`src/rtl/instr_fetcher_if.sv`:
```
// instr_fetcher_if
//   Bundles the fetch stage's memory port, decoder port, issue handshake and
//   PC redirect port.
//   master : the fetch stage (drives mem_rd/mem_addr, dec_*, insn_*, pc)
//   slave  : the surroundings (memory, decoder, execute, redirect source)
interface instr_fetcher_if;
   logic        mem_rd;
   logic [15:0] mem_addr;
   logic        mem_ready;
   logic [7:0]  mem_data;
   logic [15:0] dec_instr;
   logic [1:0]  dec_instr_len;
   logic [7:0]  dec_group;
   logic        insn_valid;
   logic [7:0]  insn_group;
   logic [15:0] insn_opcode;
   logic [1:0]  insn_len;
   logic        insn_illegal;
   logic        insn_ack;
   logic [15:0] pc;
   logic        pc_load;
   logic [15:0] pc_in;

   modport master (
      output mem_rd, mem_addr, dec_instr, dec_instr_len,
             insn_valid, insn_group, insn_opcode, insn_len, insn_illegal, pc,
      input  mem_ready, mem_data, dec_group, insn_ack, pc_load, pc_in
   );

   modport slave (
      input  mem_rd, mem_addr, dec_instr, dec_instr_len,
             insn_valid, insn_group, insn_opcode, insn_len, insn_illegal, pc,
      output mem_ready, mem_data, dec_group, insn_ack, pc_load, pc_in
   );
endinterface

```
`src/rtl/instr_fetcher.sv`:
```
// instr_fetcher
//   Opcode-byte fetch stage of the Z80 core. Reads opcode bytes at pc,
//   accumulates them for instr_decoder until it resolves a group, then holds
//   the resolved instruction for execute under a valid/ack handshake.
// Ports
//   clk   : system clock, all state on rising edge
//   reset : asynchronous, active-high
//   bus   : instr_fetcher_if.master
//             mem_rd/mem_addr/mem_ready/mem_data  opcode memory read port
//             dec_instr/dec_instr_len/dec_group  decoder inputs and result
//             insn_valid/group/opcode/len/illegal/ack  issue handshake
//             pc/pc_load/pc_in                  program counter and redirect
// Configuration
//   FETCH_ILLEGAL_TRAP_EN : when defined, an issued ILLEGAL_INSTR raises
//   insn_illegal and, once acknowledged, parks the fetcher in TRAP until a
//   pc_load. When undefined, illegal instructions issue like any other group
//   and insn_illegal is tied low.
//
// state  | meaning
// -------+-----------------------------------------------------------
// IDLE   | out of reset, start fetching next cycle
// FETCH  | mem_rd high, waiting for mem_ready to take one opcode byte
// DECODE | decoder sees the accumulated bytes; fetch more or resolve
// ISSUE  | insn_* held valid until execute acknowledges
// TRAP   | (trap build) illegal instruction retired, wait for pc_load
module instr_fetcher (
   input  logic        clk,
   input  logic        reset,
   instr_fetcher_if.master bus
);

   // Group codes mirrored from z80.vh.
   localparam logic [7:0] INSN_GROUP_NEED_MORE_BYTES = 8'hFE;
   localparam logic [7:0] INSN_GROUP_ILLEGAL_INSTR   = 8'hFF;

   typedef enum logic [2:0] {
      IDLE,
      FETCH,
      DECODE,
`ifdef FETCH_ILLEGAL_TRAP_EN
      ISSUE,
      TRAP
`else
      ISSUE
`endif
   } state_t;

   state_t      state;
   logic        mem_rd;
   logic [15:0] pc;
   logic [15:0] dec_instr;
   logic [1:0]  dec_instr_len;
   logic        insn_valid;
   logic [7:0]  insn_group;
   logic [15:0] insn_opcode;
   logic [1:0]  insn_len;
   logic [7:0]  resolved_group;

   // A group still asking for bytes after two have been fetched (DD CB ...)
   // has no opcode this stage can deliver, so it is reported as illegal.
   always_comb begin
      resolved_group = bus.dec_group;
      if (bus.dec_group == INSN_GROUP_NEED_MORE_BYTES)
         resolved_group = INSN_GROUP_ILLEGAL_INSTR;
   end

`ifdef FETCH_ILLEGAL_TRAP_EN
   logic insn_illegal;
`endif

   always_ff @(posedge clk or posedge reset) begin
      if (reset) begin
         state         <= IDLE;
         mem_rd        <= 1'b0;
         pc            <= 16'h0000;
         dec_instr     <= 16'h0000;
         dec_instr_len <= 2'd0;
         insn_valid    <= 1'b0;
         insn_group    <= 8'h00;
         insn_opcode   <= 16'h0000;
         insn_len      <= 2'd0;
`ifdef FETCH_ILLEGAL_TRAP_EN
         insn_illegal  <= 1'b0;
`endif
      end else if (bus.pc_load) begin
         // Redirect wins over everything, including a byte or ack this cycle.
         state         <= FETCH;
         mem_rd        <= 1'b1;
         pc            <= bus.pc_in;
         dec_instr     <= 16'h0000;
         dec_instr_len <= 2'd0;
         insn_valid    <= 1'b0;
`ifdef FETCH_ILLEGAL_TRAP_EN
         insn_illegal  <= 1'b0;
`endif
      end else begin
         case (state)
            IDLE: begin
               state  <= FETCH;
               mem_rd <= 1'b1;
            end
            FETCH: begin
               if (bus.mem_ready) begin
                  if (dec_instr_len == 2'd0)
                     dec_instr[7:0]  <= bus.mem_data;
                  else
                     dec_instr[15:8] <= bus.mem_data;
                  dec_instr_len <= dec_instr_len + 2'd1;
                  pc            <= pc + 16'd1;
                  state         <= DECODE;
                  mem_rd        <= 1'b0;
               end
            end
            DECODE: begin
               if (bus.dec_group == INSN_GROUP_NEED_MORE_BYTES &&
                   dec_instr_len < 2'd2) begin
                  state  <= FETCH;
                  mem_rd <= 1'b1;
               end else begin
                  insn_group   <= resolved_group;
                  insn_opcode  <= dec_instr;
                  insn_len     <= dec_instr_len;
                  insn_valid   <= 1'b1;
`ifdef FETCH_ILLEGAL_TRAP_EN
                  insn_illegal <= (resolved_group == INSN_GROUP_ILLEGAL_INSTR);
`endif
                  state        <= ISSUE;
               end
            end
            ISSUE: begin
               if (bus.insn_ack) begin
                  insn_valid    <= 1'b0;
                  dec_instr     <= 16'h0000;
                  dec_instr_len <= 2'd0;
`ifdef FETCH_ILLEGAL_TRAP_EN
                  insn_illegal  <= 1'b0;
                  if (insn_illegal) begin
                     state  <= TRAP;
                     mem_rd <= 1'b0;
                  end else begin
                     state  <= FETCH;
                     mem_rd <= 1'b1;
                  end
`else
                  state  <= FETCH;
                  mem_rd <= 1'b1;
`endif
               end
            end
`ifdef FETCH_ILLEGAL_TRAP_EN
            TRAP: begin
               mem_rd <= 1'b0;
            end
`endif
            default: begin
               state  <= IDLE;
               mem_rd <= 1'b0;
            end
         endcase
      end
   end

   assign bus.mem_rd        = mem_rd;
   assign bus.mem_addr      = pc;
   assign bus.pc            = pc;
   assign bus.dec_instr     = dec_instr;
   assign bus.dec_instr_len = dec_instr_len;
   assign bus.insn_valid    = insn_valid;
   assign bus.insn_group    = insn_group;
   assign bus.insn_opcode   = insn_opcode;
   assign bus.insn_len      = insn_len;
`ifdef FETCH_ILLEGAL_TRAP_EN
   assign bus.insn_illegal  = insn_illegal;
`else
   assign bus.insn_illegal  = 1'b0;
`endif

endmodule

```
`src/flat_wrapper.sv`:
```
// flat-port wrapper written by rule: the top's interface ports become plain ports
module instr_fetcher_flat 
  (clk, reset, bus_mem_rd, bus_mem_addr, bus_dec_instr, bus_dec_instr_len, bus_insn_valid, bus_insn_group, bus_insn_opcode, bus_insn_len, bus_insn_illegal, bus_pc, bus_mem_ready, bus_mem_data, bus_dec_group, bus_insn_ack, bus_pc_load, bus_pc_in);
  instr_fetcher_if bus_i ();
  input  logic clk;
  input  logic reset;
  output wire logic [$bits(bus_i.mem_rd)-1:0] bus_mem_rd;
  output wire logic [$bits(bus_i.mem_addr)-1:0] bus_mem_addr;
  output wire logic [$bits(bus_i.dec_instr)-1:0] bus_dec_instr;
  output wire logic [$bits(bus_i.dec_instr_len)-1:0] bus_dec_instr_len;
  output wire logic [$bits(bus_i.insn_valid)-1:0] bus_insn_valid;
  output wire logic [$bits(bus_i.insn_group)-1:0] bus_insn_group;
  output wire logic [$bits(bus_i.insn_opcode)-1:0] bus_insn_opcode;
  output wire logic [$bits(bus_i.insn_len)-1:0] bus_insn_len;
  output wire logic [$bits(bus_i.insn_illegal)-1:0] bus_insn_illegal;
  output wire logic [$bits(bus_i.pc)-1:0] bus_pc;
  input wire logic [$bits(bus_i.mem_ready)-1:0] bus_mem_ready;
  input wire logic [$bits(bus_i.mem_data)-1:0] bus_mem_data;
  input wire logic [$bits(bus_i.dec_group)-1:0] bus_dec_group;
  input wire logic [$bits(bus_i.insn_ack)-1:0] bus_insn_ack;
  input wire logic [$bits(bus_i.pc_load)-1:0] bus_pc_load;
  input wire logic [$bits(bus_i.pc_in)-1:0] bus_pc_in;
  assign bus_mem_rd = bus_i.mem_rd;
  assign bus_mem_addr = bus_i.mem_addr;
  assign bus_dec_instr = bus_i.dec_instr;
  assign bus_dec_instr_len = bus_i.dec_instr_len;
  assign bus_insn_valid = bus_i.insn_valid;
  assign bus_insn_group = bus_i.insn_group;
  assign bus_insn_opcode = bus_i.insn_opcode;
  assign bus_insn_len = bus_i.insn_len;
  assign bus_insn_illegal = bus_i.insn_illegal;
  assign bus_pc = bus_i.pc;
  assign bus_i.mem_ready = bus_mem_ready;
  assign bus_i.mem_data = bus_mem_data;
  assign bus_i.dec_group = bus_dec_group;
  assign bus_i.insn_ack = bus_insn_ack;
  assign bus_i.pc_load = bus_pc_load;
  assign bus_i.pc_in = bus_pc_in;
  instr_fetcher u_core (.clk(clk), .reset(reset), .bus(bus_i));
endmodule
```
`config.mk`:
```
export PLATFORM = sky130hd
export DESIGN_NAME = instr_fetcher_flat
export DESIGN_NICKNAME = d
export VERILOG_FILES = /design/src/rtl/instr_fetcher_if.sv /design/src/rtl/instr_fetcher.sv /design/src/flat_wrapper.sv
export SDC_FILE = /design/constraint.sdc
export NUM_CORES = 1
export LEC_CHECK = 0
export CORE_ASPECT_RATIO = 0.6
export CORE_MARGIN = 2
export CORE_UTILIZATION = 30
export DETAILED_ROUTE_END_ITERATION = 8
export PLACE_DENSITY = 0.56
export SYNTH_ARGS = -nofsm -noshare
export SYNTH_HDL_FRONTEND = slang
export SYNTH_SLANG_ARGS = --single-unit
```
`constraint.sdc`:
```
create_clock -name clk -period 2.3 [get_ports clk]
set_clock_uncertainty 0.05 [all_clocks]
set_input_delay 0.46 -clock clk [delete_from_list [all_inputs] [get_ports clk]]
set_output_delay 0.46 -clock clk [all_outputs]
set_load 0.05 [all_outputs]
```
# Word-level counts from Yosys, hierarchy flattened
# Index checks and enable logic that the tools add are counted.
dict set report op_classes {
  n_eq_ne 10
  mux 28
  n_bitwise 2
  n_addsub 2
  reduce_logical 15
  order_cmp 1
}
# operator n
set ops {}
lappend ops {{2-to-1 mux 16 bit} 6}
lappend ops {{one-hot mux 16 bit (2 select lines)} 1}
lappend ops {{2-to-1 mux 8 bit} 3}
lappend ops {{adder 16 x 1 -> 16 bit, second input constant} 1}
lappend ops {{inequality test 3 bit, second input constant} 4}
lappend ops {{one-hot mux 3 bit (4 select lines)} 1}
lappend ops {{AND reduction 3 bit} 4}
lappend ops {{2-to-1 mux 3 bit} 3}
lappend ops {{== test 8 bit, second input constant} 1}
lappend ops {{2-to-1 mux 2 bit} 4}
lappend ops {{AND reduction 4 bit} 2}
lappend ops {{2-to-1 mux 1 bit} 7}
lappend ops {{== test 3 x 2 -> 1 bit, second input constant} 2}
lappend ops {{inequality test 3 x 2 -> 1 bit, second input constant} 2}
lappend ops {{nonzero test 3 bit} 2}
lappend ops {{one-hot mux 1 bit (4 select lines)} 1}
lappend ops {{one-hot mux 2 bit (2 select lines)} 1}
lappend ops {{AND reduction 2 bit} 2}
lappend ops {{nonzero test 2 bit} 2}
lappend ops {{== test 3 x 1 -> 1 bit, second input constant} 1}
lappend ops {{logical NOT 3 bit} 1}
lappend ops {{adder 2 x 1 -> 2 bit, second input constant} 1}
lappend ops {{logical NOT 2 bit} 1}
lappend ops {{< comparator 2 bit, second input constant} 1}
lappend ops {{other kinds (3)} 4}
dict set report word_totals {
  inputBits 37
  reg_bits 65
  out_inout_bits 79
}

# Longest topological paths before layout
# Gate-level depths: netlist of run 1.
dict set report depth {
  ltp_word 5
  depth_mapped 6
  depth_no_buf 6
}

# Worst setup path before layout of run 1
# No wires, ideal clock.
dict set report synth_path {
  path_type {reg2reg}
  from {reg u_core.dec_instr_len[1] (netlist: u_core.bus.dec_instr_len[1])}
  to {reg u_core.dec_instr[0] (netlist: u_core.bus.dec_instr[0])}
  setup_ns 0.125
  path_stages_with_launch 7
  path_buffers 0
  path_slack_ns 0.237
  arrival_ns 1.888
  required_ns 2.125
  cell_sequence {dfrtp_1 > inv_1 > ha_1 > nand3b_1 > a21oi_1 > nor2_1 > mux2_2}
}
dict set report synth_via {
  elab_chain_cells 3
}
# element line
set synth_lines {}
lappend synth_lines {{start: declaration} instr_fetcher.sv:52} ;# logic [1:0] dec_instr_len;
lappend synth_lines {{start signal: assignment} instr_fetcher.sv:108} ;# dec_instr_len <= dec_instr_len + 2'd1;
lappend synth_lines {{logical NOT 2 bit} instr_fetcher.sv:104} ;# if (dec_instr_len == 2'd0)
lappend synth_lines {{inequality test 3 x 2 -> 1 bit (no line)} -}
lappend synth_lines {{AND reduction 4 bit (no line)} -}
lappend synth_lines {{end signal: assignment} instr_fetcher.sv:105} ;# dec_instr[7:0] <= bus.mem_data;
lappend synth_lines {{end: declaration} instr_fetcher.sv:51} ;# logic [15:0] dec_instr;
# Every way passes these cells.
# A chain may end at the register's enable or synchronous reset.

# Final worst setup path of run 1
dict set report layout_path {
  from {reg u_core.dec_instr_len[1] (netlist: u_core.bus.dec_instr_len[1])}
  to {out bus_dec_instr_len[1]}
}
# element line
set layout_lines {}
lappend layout_lines {{end: declaration} flat_wrapper.sv:10} ;# output wire logic [$bits(bus_i.dec_instr_len)-1:0] bus_dec_instr_len;
# No word-level cell between the ends.

==> impl_metrics.yaml, run 1 <==
final_layout:
  drive_gt1_frac: 0.202
  filler_cell_count: 915
  syn2layout_area_growth_pct: 52.7
  antennaDiodeCount: 0
  layout_common_cells: "114 x clkdlybuf4s50_1, 64 x dfrtp_1, 40 x mux2_2"
  layout.nets: 411
  layout_commonest_cell: "clkdlybuf4s50_1"
route:
  detail_route.iter0.violations: 151
  num_vias: 2334
  drcViolationCount: 0
  wire_per_inst_um: 14.5
  ant_nets: 0
  detail_route.first_pass.iterations: 4
  drt-total-wl_mm: 7.44
  avgViaCountPerCell: 4.56
timing:
  relSlewSlack: 0.525
  timing.fmax_mhz: 456
  post-route-min-period_ps: 2190
  setup_slack_ps: 105
  drv_slew: 0
  fin_crit_sh: 0.954
  hold_slack_ps: 388
  rsz0062_at_grt: "no"
  tightestPinTransition_ps: 713
  final_hold_viol_count: 0
  setup_violations: 0
yosys:
  fraction_of_the_yosys_area_taken_by_sequential_cells: 0.533
  synth_area_per_cell_sq_um: 11.6
  synth_cell_type_count: 41
  total_nets_after_synthesis: 297
  synth-seq-cells: 64
  postSynthCellCount: 258
  synth_top_area_cell: "dfrtp_1"
  ys_top_cells_by_area: "dfrtp_1 53%, mux2_2 15%, buf_4 4.5%"
  post-synth-top-area-fraction: 0.533
  syn_area_sq_mm: 0.00300
  warnings_from_yosys: 0
clock_tree:
  ctsHtreeMaxLevel: 3
  clock-sinks: 64
  worst_skew_pair_latency_ps: 330
  cts-resized-gates: 0
  post-cts-setup-buffer-count: 0
  post_cts_hold_buffer_count: 0
  maximum_buffer_depth_of_the_clock_tree: 2
  cts_root_buf: "clkbuf_16"
  cts_made_buffers: 9
  clock_tree_from_tritoncts: "yes"
  clk_pin_slew_worst_paths_ps: 50
placement:
  pre_cts_ws_ps: -167
  dp.final_hpwl_mm: 5.56
  port_buffers: 114
  placer_congestion_estimate: 0.711
critical_path:
  largest_stage_delay_on_the_critical_path_ps: 870
  worst_setup_path_startpoint: "u_core.bus.dec_instr_len[1]"
  start_kind: "flop"
  r2r_start: "u_core.bus.mem_addr[3]"
  critical_path.endpoint: "bus_dec_instr_len[1]"
  worst_path_max_delay_cell: "clkdlybuf4s50_1"
  crit_cells: 1
  r2r_setup_slack_ps: 490
  worstPathCellList: "clkdlybuf4s50_1"
  timing_worst_setup_path_type: "reg -> out"
  worstPathRequired_ps: 1790
  endpoint_of_the_worst_slack_reg_to_reg_timing_path: "u_core.bus.mem_addr[15]"
  critical_path.top_delay_family: "buffers and inverters"
  critical_path.n_buffers_inverters: 1
  critPathCaptureType: "output port"
  cp.arrival_ps: 1680
  r2r.worst_path.cells: 4
  path_max_fanout: 6
floorplanning:
  die-area_sq_mm: 0.0109
  die_w_um: 133
  core-area_sq_mm: 0.00981
  io-pin-count: 116
  die_y_um: 81.5
  initial_core_util: 0.306
  placement_rows: 28
pwr:
  power.combinational.fraction: 0.361
  sw_frac_of_total: 0.370
  share_seq_of_total_power: 0.328
  net_switching_power_figure_mw: 1.64
  irDropWorstVdd_uv: 580
  p_per_area_mw_per_mm2: 966
  leakage_nw: 1.99
  pwr-share-clk: 0.311
  internal-power_mw: 2.79
  p_total_mw: 4.43
worst_hold_path:
  hold_class: "in -> async"
global_route:
  grt_max_degree: 27
  grt_remaining_overflow: 0
  number_of_global_route_vias_before_repair: 2303
  initial_antenna_violation_count: 0
  grt_pass1_wl_mm: 12.1
  grt_use_total: 0.146
flow_run:
  cap_viol_max_count: 0
status:
  status: "finished, final reports clean"
[power by group through the flow]
stage | logic, mW | registers [mW] | clock network, mW
finish | 1.60 | 1.45 | 1.38
global route | 1.67 | 1.48 | 1.46
CTS | 1.61 | 1.46 | 1.42
detailed placement | 1.61 | 1.47 | 0
global placement | 1.60 | 1.47 | 0
floorplan | 0.437 | 2.08 | 0
[worst min-delay path by stage]
stage / from / to / cells after the start / slack [ps]
3_5_place_dp: u_core.bus.insn_opcode[5] / u_core.bus.insn_opcode[5] / 1 / 450
6_report: reset / u_core.bus.mem_addr[11] / 2 / 390
5_1_grt: reset / u_core.bus.insn_opcode[14] / 2 / 440
2_1_floorplan: bus_pc_in[0] / u_core.bus.mem_addr[0] / 2 / 530
3_3_place_gp: u_core.bus.insn_opcode[5] / u_core.bus.insn_opcode[5] / 1 / 440
4_1_cts: reset / u_core.bus.mem_addr[11] / 2 / 400
[per-layer routing]
| metal | global-route usage | wire [um] | vias up |
|---|---|---|---|
| li1 | - | - | 1122 |
| met1 | 0.207 | 3760 | 1120 |
| met2 | 0.212 | 3120 | 84 |
| met3 | 0.0506 | 500 | 8 |
| met4 | 0.0383 | 60 | 0 |
| met5 | 0 | 0 | - |
[state kept, by name (all words and copies together), names as in the netlist]
name and cells:
u_core.bus.insn_group 8, u_core.state 2, u_core.bus.mem_addr 16, u_core.bus.dec_instr 16, u_core.bus.insn_len 2, u_core.bus.insn_valid 1, u_core.bus.mem_rd 1, u_core.bus.insn_opcode 16
u_core.bus.dec_instr_len 2
[cells by family (layout without fill, tap and decap cells)]
family,after synthesis,in the layout,synth area share
AOI/OAI and AO/OA,39,39,0.0833
xor gates and xnor gates,8,8,0.0233
adders and majority gates,2,2,0.00833
buffers and inverters,32,151,0.0683
DFF,64,64,0.533
muxes,41,41,0.153
other,1,1,0.00125
and+or+nand+nor,71,71,0.129
[cell type report]
class	instances	area (sq um)	area share
flip-flops and latches	64	1600	0.349
repair buffers	128	1280	0.280
multi-input cells	162	1200	0.261
clock buffers	11	253	0.0551
well taps	135	169	0.0368
clock inverters	5	55.1	0.0120
inverters	7	26.3	0.00573
[cells in the mapped netlist, drive strengths merged]
cell type / n
nand2b: 2
nor2b: 1
mux2i: 1
ha: 2
a22o: 1
nand2: 18
o21a: 1
mux2: 40
or3: 6
nand4: 4
o22ai: 1
and3b: 1
xor2: 4
a21oi: 4
inv: 7
nor4: 1
dfrtp: 64
buf: 22
o211ai: 1
a2bb2oi: 2
and2: 9
and3: 3
nor3: 1
and4: 2
nand3: 7
a22oi: 2
conb: 1
or4b: 1
o21ai: 18
o31a: 2
a21o: 1
clkbuf: 3
a31oi: 6
nor2: 13
nand3b: 2
xnor2: 4
[stage by stage]
step | util | area [sq um] | std cells | setup TNS (ps)
after detailed placement | 0.436 | 4280 | 496 | -3680
after global placement | 0.436 | 4280 | 496 | -2950
final | 0.467 | 4580 | 512 | 0
after floorplan | - | 3000 | 258 | 0
after global routing | 0.467 | 4580 | 512 | 0
after CTS | 0.467 | 4580 | 512 | 0
Power figures use the tool's default switching activity.
==> inputs of run 2 (changes only) <==
Settings changed: CORE_MARGIN 2 to not set, CTS_CLUSTER_DIAMETER set to 40.
==> run 2 against run 1 <==
Net effect:
- critical path depth unchanged
- routed wire length is 0.39% higher
- first-iteration DRC count up 2.0%
- maximum frequency shrank 0.35%
- setup slack worse by 7.6 ps
- largest power group unchanged
==> impl_metrics.yaml, run 2 (synthesis gave the netlist of run 1 again) <==
final_layout:
  layout.nets: 409
  drive_gt1_frac: 0.197
  layout_commonest_cell: "clkdlybuf4s50_1"
  layout_common_cells: "114 x clkdlybuf4s50_1, 64 x dfrtp_1, 40 x mux2_2"
  layout.cells.non_filler: 505
  antennaDiodeCount: 0
  filler_cell_count: 856
  syn2layout_area_growth_pct: 52.3
timing:
  setup_violations: 0
  timing.fmax_mhz: 454
  final_hold_viol_count: 0
  hold_slack_ps: 453
  tightestPinTransition_ps: 629
  rsz0062_at_grt: "no"
  drv_slew: 0
  fin_crit_sh: 0.957
  setup_slack_ps: 97.8
  post-route-min-period_ps: 2200
  relSlewSlack: 0.581
floorplanning:
  die_w_um: 131
  core-area_sq_mm: 0.00943
  initial_core_util: 0.319
  placement_rows: 27
  die-area_sq_mm: 0.0104
  io-pin-count: 116
  die_y_um: 79.5
pwr:
  p_per_area_mw_per_mm2: 978
  irDropWorstVdd_uv: 596
  p_total_mw: 4.47
  leakage_nw: 1.98
flow_run:
  cap_viol_max_count: 0
clock_tree:
  clock-sinks: 64
  maximum_buffer_depth_of_the_clock_tree: 2
  post-cts-setup-buffer-count: 0
  cts_made_buffers: 9
  clock_tree_from_tritoncts: "yes"
  post_cts_hold_buffer_count: 0
  ctsHtreeMaxLevel: 3
  worst_skew_pair_latency_ps: 330
  cts-resized-gates: 0
  cts_root_buf: "clkbuf_16"
  clk_pin_slew_worst_paths_ps: 50
critical_path:
  worst_path_max_delay_cell: "clkdlybuf4s50_1"
  critical_path.n_buffers_inverters: 1
  largest_stage_delay_on_the_critical_path_ps: 870
  cp.arrival_ps: 1690
  worstPathCellList: "clkdlybuf4s50_1"
  timing_worst_setup_path_type: "reg -> out"
  critPathCaptureType: "output port"
  path_max_fanout: 6
  start_kind: "flop"
  worstPathRequired_ps: 1790
  critical_path.top_delay_family: "buffers and inverters"
global_route:
  initial_antenna_violation_count: 0
  grt_max_degree: 65
  grt_use_total: 0.154
  grt_remaining_overflow: 0
  number_of_global_route_vias_before_repair: 2220
  grt_pass1_wl_mm: 12.1
placement:
  dp.final_hpwl_mm: 5.41
  dp_cells: 489
  port_buffers: 114
  placer_congestion_estimate: 0.709
  pre_cts_ws_ps: -191
route:
  avgViaCountPerCell: 4.50
  ant_nets: 0
  drcViolationCount: 0
  detail_route.first_pass.iterations: 4
  wire_per_inst_um: 14.8
  drt-total-wl_mm: 7.47
  num_vias: 2271
  detail_route.iter0.violations: 154
worst_hold_path:
  hold_class: "reg -> reg"
status:
  status: "finished, final reports clean"
==> run 2: changes by cell type in the layout (fill, tap and decap cells not counted) <==
cell	delta
clkinv_4	+1
clkinvlp_4	-1
clkinv_2	-1
buf_4	-2
clkbuf_8	+1
==> run 2: area by class of cell <==
| class | count | area, sq um | area share |
|---|---|---|---|
| well taps | 130 | 163 | 0.0356 |
| clock buffers | 12 | 267 | 0.0583 |
| clock inverters | 4 | 51.3 | 0.0112 |
| flip-flops and latches | 64 | 1600 | 0.350 |
| multi-input cells | 162 | 1200 | 0.262 |
| inverters | 7 | 26.3 | 0.00575 |
| repair buffers | 126 | 1270 | 0.277 |
==> run 2: layer usage <==
metal | track usage | vias up | routed length, um
met4 | 0.0635 | 0 | 95
li1 | - | 1119 | -
met2 | 0.200 | 86 | 2800
met5 | 0 | - | 0
met3 | 0.0540 | 10 | 497
met1 | 0.226 | 1056 | 4070
==> run 2: through the flow <==
step           cell area [sq um]  utilization  TNS [ps]
2_1_floorplan               3000            -         0
3_3_place_gp                4260        0.451     -3340
3_5_place_dp                4260        0.451     -4260
4_1_cts                     4570        0.485         0
5_1_grt                     4570        0.485         0
6_report                    4570        0.485         0
==> run 2: report_power, final <==
part           internal [mW]  total [mW]  switching [mW]  leakage [nW]
Sequential              1.31        1.46           0.152         0.812
Clock                  0.926        1.42           0.496         0.155
Combinational          0.589        1.59            1.00          1.02
Total                   2.83        4.47            1.65          1.98
==> run 2: path summary, 6_finish.rpt <==
check                                                 start                         to  slack, ps  cells after the start
worst max-delay path            u_core.bus.dec_instr_len[1]       bus_dec_instr_len[1]        100                      1
worst min-delay path              u_core.bus.insn_opcode[9]  u_core.bus.insn_opcode[9]        450                      1
worst max register to register              u_core.state[1]    u_core.bus.mem_addr[15]        460                      4
worst min register to register    u_core.bus.insn_opcode[9]  u_core.bus.insn_opcode[9]        450                      1
max in group asynchronous                             reset   u_core.bus.insn_group[0]       1450                      3
min in group asynchronous                             reset    u_core.bus.mem_addr[11]        470                      3
